[config.mk]
export PLATFORM = sky130hd
export DESIGN_NAME = intr_prio_apb_master
export DESIGN_NICKNAME = d
export VERILOG_FILES = /design/src/rtl/intr_pkg.sv /design/src/rtl/intr_prio_table.sv /design/src/rtl/intr_prio_apb_master.sv
export SDC_FILE = /design/constraint.sdc
export NUM_CORES = 1
export LEC_CHECK = 0
export BUFFER_PORTS_ARGS = -buffer_cell sky130_fd_sc_hd__buf_4
export CAP_MARGIN = 20
export CORE_MARGIN = 2
export CORE_UTILIZATION = 48
export CTS_CLUSTER_SIZE = 20
export DETAILED_ROUTE_END_ITERATION = 10
export GPL_ROUTABILITY_DRIVEN = 1
export GPL_TIMING_DRIVEN = 1
export PLACE_DENSITY = 0.79
export SETUP_SLACK_MARGIN = 0.02
export SYNTH_ARGS = -nofsm -noshare
export SYNTH_HDL_FRONTEND = slang
export SYNTH_SLANG_ARGS = --single-unit
[constraint.sdc]
create_clock -name pclk_i -period 2.05 [get_ports pclk_i]
set_input_delay 0.205 -clock pclk_i [delete_from_list [all_inputs] [get_ports pclk_i]]
set_output_delay 0.205 -clock pclk_i [all_outputs]
set_load 0.005 [all_outputs]
[src/rtl/intr_pkg.sv]
// Shared types and constants for the interrupt-priority APB programmer.
// Optional feature macro: INTR_PRIO_READBACK_EN (adds read-verify pass).
package intr_pkg;

  localparam int NUM_PHES_DEF   = 16;
  localparam int DATA_WIDTH_DEF = 4;

  typedef enum logic [2:0] {
    IDLE,
    SETUP,
    ACCESS,
    RB_SETUP,
    RB_ACCESS,
    DONE
  } state_t;

  localparam logic APB_WRITE = 1'b1;
  localparam logic APB_READ  = 1'b0;

  // Reset contents of the shadow table: peripheral i gets priority i.
  function automatic int unsigned default_prio(input int unsigned idx);
    return idx;
  endfunction

endpackage

[src/rtl/intr_prio_table.sv]
// Shadow priority table: NUM_PHES x DATA_WIDTH register file,
// one write port, one async read port, resets to identity priorities.
module intr_prio_table
  import intr_pkg::*;
#(
  parameter int NUM_PHES   = NUM_PHES_DEF,
  parameter int WIDTH      = $clog2(NUM_PHES),
  parameter int DATA_WIDTH = DATA_WIDTH_DEF
) (
  input  logic                  clk,
  input  logic                  rst_n,
  input  logic                  we,
  input  logic [WIDTH-1:0]      waddr,
  input  logic [DATA_WIDTH-1:0] wdata,
  input  logic [WIDTH-1:0]      raddr,
  output logic [DATA_WIDTH-1:0] rdata
);

  logic [NUM_PHES-1:0][DATA_WIDTH-1:0] mem;

  always_ff @(posedge clk or negedge rst_n) begin
    if (!rst_n) begin
      for (int i = 0; i < NUM_PHES; i++)
        mem[i] <= DATA_WIDTH'(default_prio(i));
    end else if (we) begin
      mem[waddr] <= wdata;
    end
  end

  assign rdata = mem[raddr];

endmodule

[src/rtl/intr_prio_apb_master.sv]
// APB initiator writing the shadow priority table into the interrupt controller.
// Define INTR_PRIO_READBACK_EN to add a read-and-compare pass after the writes.
module intr_prio_apb_master
  import intr_pkg::*;
#(
  parameter int NUM_PHES    = NUM_PHES_DEF,
  parameter int WIDTH       = $clog2(NUM_PHES),
  parameter int DATA_WIDTH  = DATA_WIDTH_DEF,
  parameter int TIMEOUT_CYC = 16
) (
  input  logic                  pclk_i,
  input  logic                  prst_n_i,
  input  logic                  tbl_we_i,
  input  logic [WIDTH-1:0]      tbl_addr_i,
  input  logic [DATA_WIDTH-1:0] tbl_data_i,
  input  logic                  start_i,
  output logic                  busy_o,
  output logic                  done_o,
  output logic                  err_o,
  output logic [WIDTH-1:0]      err_addr_o,
  output logic                  psel_o,
  output logic                  penable_o,
  output logic                  pwrite_o,
  output logic [WIDTH-1:0]      paddr_o,
  output logic [DATA_WIDTH-1:0] pwdata_o,
  input  logic [DATA_WIDTH-1:0] prdata_i,
  input  logic                  pready_i,
  input  logic                  pslverr_i
);

  localparam int               TCW  = $clog2(TIMEOUT_CYC + 1);
  localparam logic [WIDTH-1:0] LAST = WIDTH'(NUM_PHES - 1);

  state_t                  state;
  logic [WIDTH-1:0]        idx;
  logic [TCW-1:0]          tcnt;
  logic [DATA_WIDTH-1:0]   tbl_rdata;
  logic                    in_acc, rd_bad, go_rb, xfer_ok, xfer_fail, last;

  intr_prio_table #(
    .NUM_PHES  (NUM_PHES),
    .WIDTH     (WIDTH),
    .DATA_WIDTH(DATA_WIDTH)
  ) u_table (
    .clk  (pclk_i),
    .rst_n(prst_n_i),
    .we   (tbl_we_i && (state == IDLE)),
    .waddr(tbl_addr_i),
    .wdata(tbl_data_i),
    .raddr(idx),
    .rdata(tbl_rdata)
  );

  // Address/data follow the index; the table cannot change while busy,
  // so both stay stable across the whole transfer.
  assign paddr_o  = idx;
  assign pwdata_o = tbl_rdata;

`ifdef INTR_PRIO_READBACK_EN
  assign rd_bad = (state == RB_ACCESS) && (prdata_i != tbl_rdata);
  assign go_rb  = (state == ACCESS);
`else
  logic unused_prdata;
  assign unused_prdata = ^prdata_i;
  assign rd_bad = 1'b0;
  assign go_rb  = 1'b0;
`endif

  always_comb begin
    in_acc    = (state == ACCESS) || (state == RB_ACCESS);
    last      = (idx == LAST);
    xfer_ok   = in_acc && pready_i && !pslverr_i && !rd_bad;
    xfer_fail = in_acc && (pready_i ? (pslverr_i || rd_bad)
                                    : (tcnt == TCW'(TIMEOUT_CYC - 1)));
  end

  always_ff @(posedge pclk_i or negedge prst_n_i) begin
    if (!prst_n_i) begin
      state      <= IDLE;
      idx        <= '0;
      tcnt       <= '0;
      busy_o     <= 1'b0;
      done_o     <= 1'b0;
      err_o      <= 1'b0;
      err_addr_o <= '0;
      psel_o     <= 1'b0;
      penable_o  <= 1'b0;
      pwrite_o   <= 1'b0;
    end else begin
      done_o <= 1'b0;
      case (state)
        IDLE: if (start_i) begin
          state      <= SETUP;
          idx        <= '0;
          tcnt       <= '0;
          err_o      <= 1'b0;
          err_addr_o <= '0;
          busy_o     <= 1'b1;
          psel_o     <= 1'b1;
          penable_o  <= 1'b0;
          pwrite_o   <= APB_WRITE;
        end
        SETUP, RB_SETUP: begin
          state     <= (state == SETUP) ? ACCESS : RB_ACCESS;
          penable_o <= 1'b1;
        end
        ACCESS, RB_ACCESS: begin
          if (xfer_fail || (xfer_ok && last && !go_rb)) begin
            state     <= DONE;
            psel_o    <= 1'b0;
            penable_o <= 1'b0;
            pwrite_o  <= 1'b0;
            done_o    <= 1'b1;
            if (xfer_fail) begin
              err_o      <= 1'b1;
              err_addr_o <= idx;
            end
          end else if (xfer_ok) begin
            tcnt      <= '0;
            penable_o <= 1'b0;
            if (last) begin
              // Writes finished cleanly: restart the index for the verify pass.
              idx      <= '0;
              state    <= RB_SETUP;
              pwrite_o <= APB_READ;
            end else begin
              idx   <= idx + 1'b1;
              state <= (state == RB_ACCESS) ? RB_SETUP : SETUP;
            end
          end else begin
            tcnt <= tcnt + 1'b1;
          end
        end
        DONE: begin
          state  <= IDLE;
          busy_o <= 1'b0;
        end
        default: state <= IDLE;
      endcase
    end
  end

endmodule

### Word level (Yosys, flattened, before mapping)

Index checks and enable logic that the tools add are counted.

* add/subtract/negate cells: 2
* $lt $le $gt $ge: 3
* eq/ne operators: 14
* mux-type cells: 42
* reductions and logical operators: 23

Operators by type and width (count)
* $bwmux 64: 1
* $mux 4: 8
* $bmux 4 s4: 1
* $demux 4 s4: 1
* $pmux 4 s2: 2
* $mux 5: 3
* $mux 1: 13
* $mux 3: 4
* $reduce_and 4->1: 3
* $lt 4x5->1 const B: 2
* $ne 2x2->1 const B: 5
* $pmux 5 s2: 1
* $pmux 3 s3: 1
* $reduce_and 3->1: 3
* $pmux 1 s2: 4
* $eq 3x2->1 const B: 2
* $eq 3x3->1 const B: 2
* $logic_and 1x1->1: 6
* $ne 3x3->1 const B: 2
* $add 5x1->5 const B: 1
* $eq 5x4->1 const B: 1
* $add 4x1->4 const B: 1
* $eq 4x4->1 const B: 1
* $ge 4x1->1 const B: 1
* other kinds (10): 15

* register bits after elaboration: 86
* input bits: 18
* output and inout port bits: 18
* logic and storage cells: 110

### Logic depth before layout (Yosys ltp)

* depth in word-level cells: 8
* gate-level depth with buffers: 7
* depth with buffers taken out: 7

### By module

From an unflattened synthesis, not the netlist that was laid out.

* cell total of the unflattened synthesis: 304
* area, all modules: 4161.5 sq um

By module, submodules not included
* intr_prio_table: times used 1, cells each 196, area each 3059.2 sq um, sequential area each 1641.6 sq um
* intr_prio_apb_master: times used 1, cells each 108, area each 1102.3 sq um, sequential area each 550.5 sq um

### Worst setup path before layout

Ideal clock, no wire load.

* path type: register to register
* start: reg state[0]
* end: reg u_table.mem[0] (netlist name)
* setup time: 0.125 ns
* arrival: 1.938 ns
* required time: 1.925 ns
* setup slack: -0.013 ns
* stages on the path, launching flop included: 6
* path buffers: 1
* clock period less this slack: 2.063 ns
* path through: dfrtp_1 -> buf_6 -> or4b_4 -> or3_4 -> nor3_4 -> mux2_2

* longest elaborated chain between the ends: 2

RTL lines
* start: declaration: RTL line intr_prio_apb_master.sv:34 `state_t state;`
* start signal: assignment: RTL line intr_prio_apb_master.sv:104 `state <= (state == SETUP) ? ACCESS : RB_ACCESS;`
* start signal: assignment: RTL line intr_prio_apb_master.sv:128 `state <= (state == RB_ACCESS) ? RB_SETUP : SETUP;`
* $logic_not 3->1: RTL line intr_prio_apb_master.sv:47 `.we (tbl_we_i && (state == IDLE)),`
* $logic_and 1x1->1: RTL line intr_prio_apb_master.sv:47
* end signal: indexed assignment: RTL line intr_prio_table.sv:24 `mem[i] <= DATA_WIDTH'(default_prio(i));`
* end signal: indexed assignment: RTL line intr_prio_table.sv:26 `mem[waddr] <= wdata;`
* end: declaration: RTL line intr_prio_table.sv:19 `logic [NUM_PHES-1:0][DATA_WIDTH-1:0] mem;`

No other way between the ends.
A chain may end at the register's enable or synchronous reset.

### Final worst setup path

* start: reg idx[0] (netlist: paddr_o[0])
* end: out pwdata_o[0]

* longest elaborated chain between the ends: 2

RTL lines
* start: declaration: RTL line intr_prio_apb_master.sv:35 `logic [WIDTH-1:0] idx;`
* start signal: assignment: RTL line intr_prio_apb_master.sv:127 `idx <= idx + 1'b1;`
* $bmux 4 s4: RTL line intr_prio_table.sv:30 `assign rdata = mem[raddr];`
* $mux 4 (not written as such): RTL line intr_prio_table.sv:30
* end: declaration: RTL line intr_prio_apb_master.sv:25 `output logic [DATA_WIDTH-1:0] pwdata_o,`

No other way between the ends. The select of a mux whose other input is x is not followed.

==> run metrics <==
status=finished with violations; failing checks=setup timing; slowest cell delay on critical path=530 ps; initial antenna violation count=0; Placed Instance Area=0.00465 mm2; Die Y=97.2 um; critical path arrival=1920 ps; setup slack after layout=-79.6 ps; Worst-path clk slew=90 ps; setup tns final=-421 ps; Worst path slowest cell=mux4_2; CTS sink cnt=86; Worst-Margin Slew=654 ps; clk root buf=clkbuf_8; clock tree buffer depth=2; worst hold path class=primary input to flop; CP Class=flop to output pin; power after layout=6.87 mW; Row Count=34; Initial Util=48.8%; IO Count=36; Synth cell types=50; Synth Warn #=0; Rel. slew slack=56.1%; Hold Fails Final Rpt=0; antenna cells=0; Async S/R FF share, synth=100%; WL/cell=19.0 um; Cell Chain, Critical Path=buf_12 -> mux4_2 -> a22oi_2 -> nand2_1 -> buf_4; # port buffers=31; ys flop type=dfrtp_1; Max Freq=470 MHz; Syn Area/Cell=13.1 um2; CTS tree=yes; max-cap violation count=0; first drt pass iteration count=5; DIE AREA=0.00945 mm2; RSZ-0062 raised after global routing=yes; switch share=33.1%; post-route cell area=0.00515 mm2; DIE WIDTH=97.2 um; number of synthesized flops with an enable pin=0; final layout net count=395; Comb power frac=39.7%; Post-DRT Antenna Nets=0; fin crit share=104%; #FFs+latches synth=86; largest net degree at the start of global routing=37; DRT iter0 DRCs=182; total number of vias=2868; Total GRT Usage=19.8%; Total Wirelength=9.24 mm; Core ar.=0.00855 mm2; Psw=2.28 mW; sequential share of power=44.7%; fin. max-slew vios=0; clock power share=15.6%; H-tree Lvls=3; syn_nets=339; share of cells above drive strength 1=56.7%; PD cells=1330 mW/mm2; clock period minus worst slack=2130 ps; Pleak=2.19 nW; DR vias/cell=5.89; vias in the first global route=2838; VDD IR max=0.636 mV; Clock Skews=11.8 ps; endpoints failing setup=7; worst skew pair latency=360 ps; grt total ovfl=0; CP startpoint kind=flop; internal power=4.59 mW; Synth Instances=318; worst-path fanout max=7; area grow syn2layout=23.6%; GPL Wtd Cong=0.893; CTS Buf Count=9; global-route wire length before repair=14.6 mm; register area share after synthesis=52.6%; Req. time, crit path=1850 ps; DP HPWL=6.11 mm; Mapped Area=0.00417 mm2; # DRC=0; Crit. End Element=output pin
[metrics by stage]
stage	utilization, %	worst slack (ps)	std cells	hold WS [ps]
after floorplan	-	-13.1	318	-90.6
after global placement	54.4	-80.1	464	176
after detailed placement	54.4	-179	464	179
after CTS	58.0	-69.1	485	221
after global routing	60.3	-157	487	228
final	60.3	-79.6	487	232
[cell type report]
| type | instances | area [um2] |
|---|---|---|
| fillers | 625 | 3400 |
| flip-flops and latches | 86 | 2190 |
| multi-input cells | 208 | 2110 |
| clock buffers | 10 | 128 |
| clock inverters | 6 | 47.5 |
| well taps | 108 | 135 |
| inverters | 8 | 30.0 |
| repair buffers | 61 | 510 |
[critical path: cells and delay by family (launching register included)]
family	cells	cell delay, ps
DFF	1	450
buffers and inverters	2	300
and+or+nand+nor	1	80
AOI/OAI and AO/OA	1	200
muxes	1	530
[power by group through the flow]
stage,combinational (mW),clock [mW],sequential [mW]
floorplan,1.63,0,2.94
global placement,2.26,0,2.99
detailed placement,2.34,0,3.05
CTS,2.47,1.09,3.02
global route,2.96,1.17,3.16
finish,2.72,1.07,3.07
[cell usage in the layout, fill, tap and decap left out, types with 3 or more instances in the layout]
| master | count |
|---|---|
| mux2_2 | 55 |
| buf_4 | 55 |
| dfrtp_1 | 52 |
| dfstp_2 | 32 |
| nand2_1 | 17 |
| mux2i_1 | 15 |
| mux2_4 | 10 |
| o21ai_0 | 9 |
| clkbuf_8 | 9 |
| inv_1 | 8 |
| mux4_2 | 8 |
| a21oi_1 | 8 |
| nand3_1 | 7 |
| nor2b_1 | 6 |
| a221oi_4 | 5 |
| nor2_1 | 5 |
| a22o_1 | 5 |
| a22oi_2 | 4 |
| mux2i_2 | 4 |
| clkinvlp_4 | 4 |
| and3_1 | 3 |
| a221oi_2 | 3 |
| o31ai_1 | 3 |
| a21o_1 | 3 |
[layer usage]
layer  track usage [%]  vias up  part of all wire (%)
li1                  -     1299                     -
met1              28.1     1488                    44
met2              30.9       69                    50
met3              4.17       12                   5.2
met4              6.09        0                   1.3
met5                 0        -                     0
[timing repair]
action / 4_1_cts / 5_1_grt
buffers inserted: 4 / 1
setup endpoints to repair: 16 / 36
cloned: 0 / 1
endpoints found under the hold margin: 25 / 0
resized for setup: 21 / 30
pin swaps: 2 / 4
hold buffers: 1 / 0
[synthesized netlist by cell type (2+ instances only)]
master     n  area, um2
nor2b_1    6       37.5
a22o_1     5       43.8
and3_1     3       18.8
a221oi_1   8       70.1
o31ai_1    3       22.5
nor2_1     6       22.5
a21oi_1    9       45.0
mux2_2    65        732
nor3_1     2       10.0
nor2b_4    2       27.5
or4_1      2       15.0
dfrtp_1   54       1350
a31oi_1    2       12.5
nand4_1    2       12.5
nand3_1    7       35.0
o21ai_0    9       45.0
mux4_2     8        180
clkbuf_1  10       37.5
ha_1       3       37.5
inv_1      8       30.0
mux2i_1   19        190
nand2_1   19       71.3
a21o_1     3       22.5
a22oi_1    4       30.0
buf_2      2       10.0
and2_1     2       12.5
dfstp_2   32        841
[flip-flops by register name, indices dropped and copies added (netlist names)]
name / flops
penable_o: 1
u_table.mem: 64
err_o: 1
busy_o: 1
paddr_o: 4
err_addr_o: 4
pwrite_o: 1
psel_o: 1
state: 3
done_o: 1
tcnt: 5
[worst paths after layout]
check / start / end / slack (ps) / depth (start not counted)
setup / recovery: paddr_o[0] / pwdata_o[0] / -80 / 5
hold / removal: pready_i / done_o / 230 / 3
setup reg to reg: state[1] / u_table.mem[2] / -60 / 5
hold reg to reg: pwrite_o / pwrite_o / 500 / 1
max in group asynchronous: prst_n_i / u_table.mem[26] / 1030 / 3
min in group asynchronous: prst_n_i / err_o / 330 / 2
[cells by family (layout without fill, tap and decap cells)]
group / after synthesis / count (layout) / synth area share (%)
multiplexers: 92 / 92 / 26.4
adder cells (fa/ha/maj): 3 / 3 / 0.900
AO/OA/AOI/OAI: 51 / 51 / 8.67
XOR/XNOR: 1 / 1 / 0.210
flip-flops: 86 / 86 / 52.6
AND/OR/NAND/NOR: 61 / 61 / 8.70
buffers and inverters: 24 / 85 / 2.52
Power figures use the tool's default switching activity.
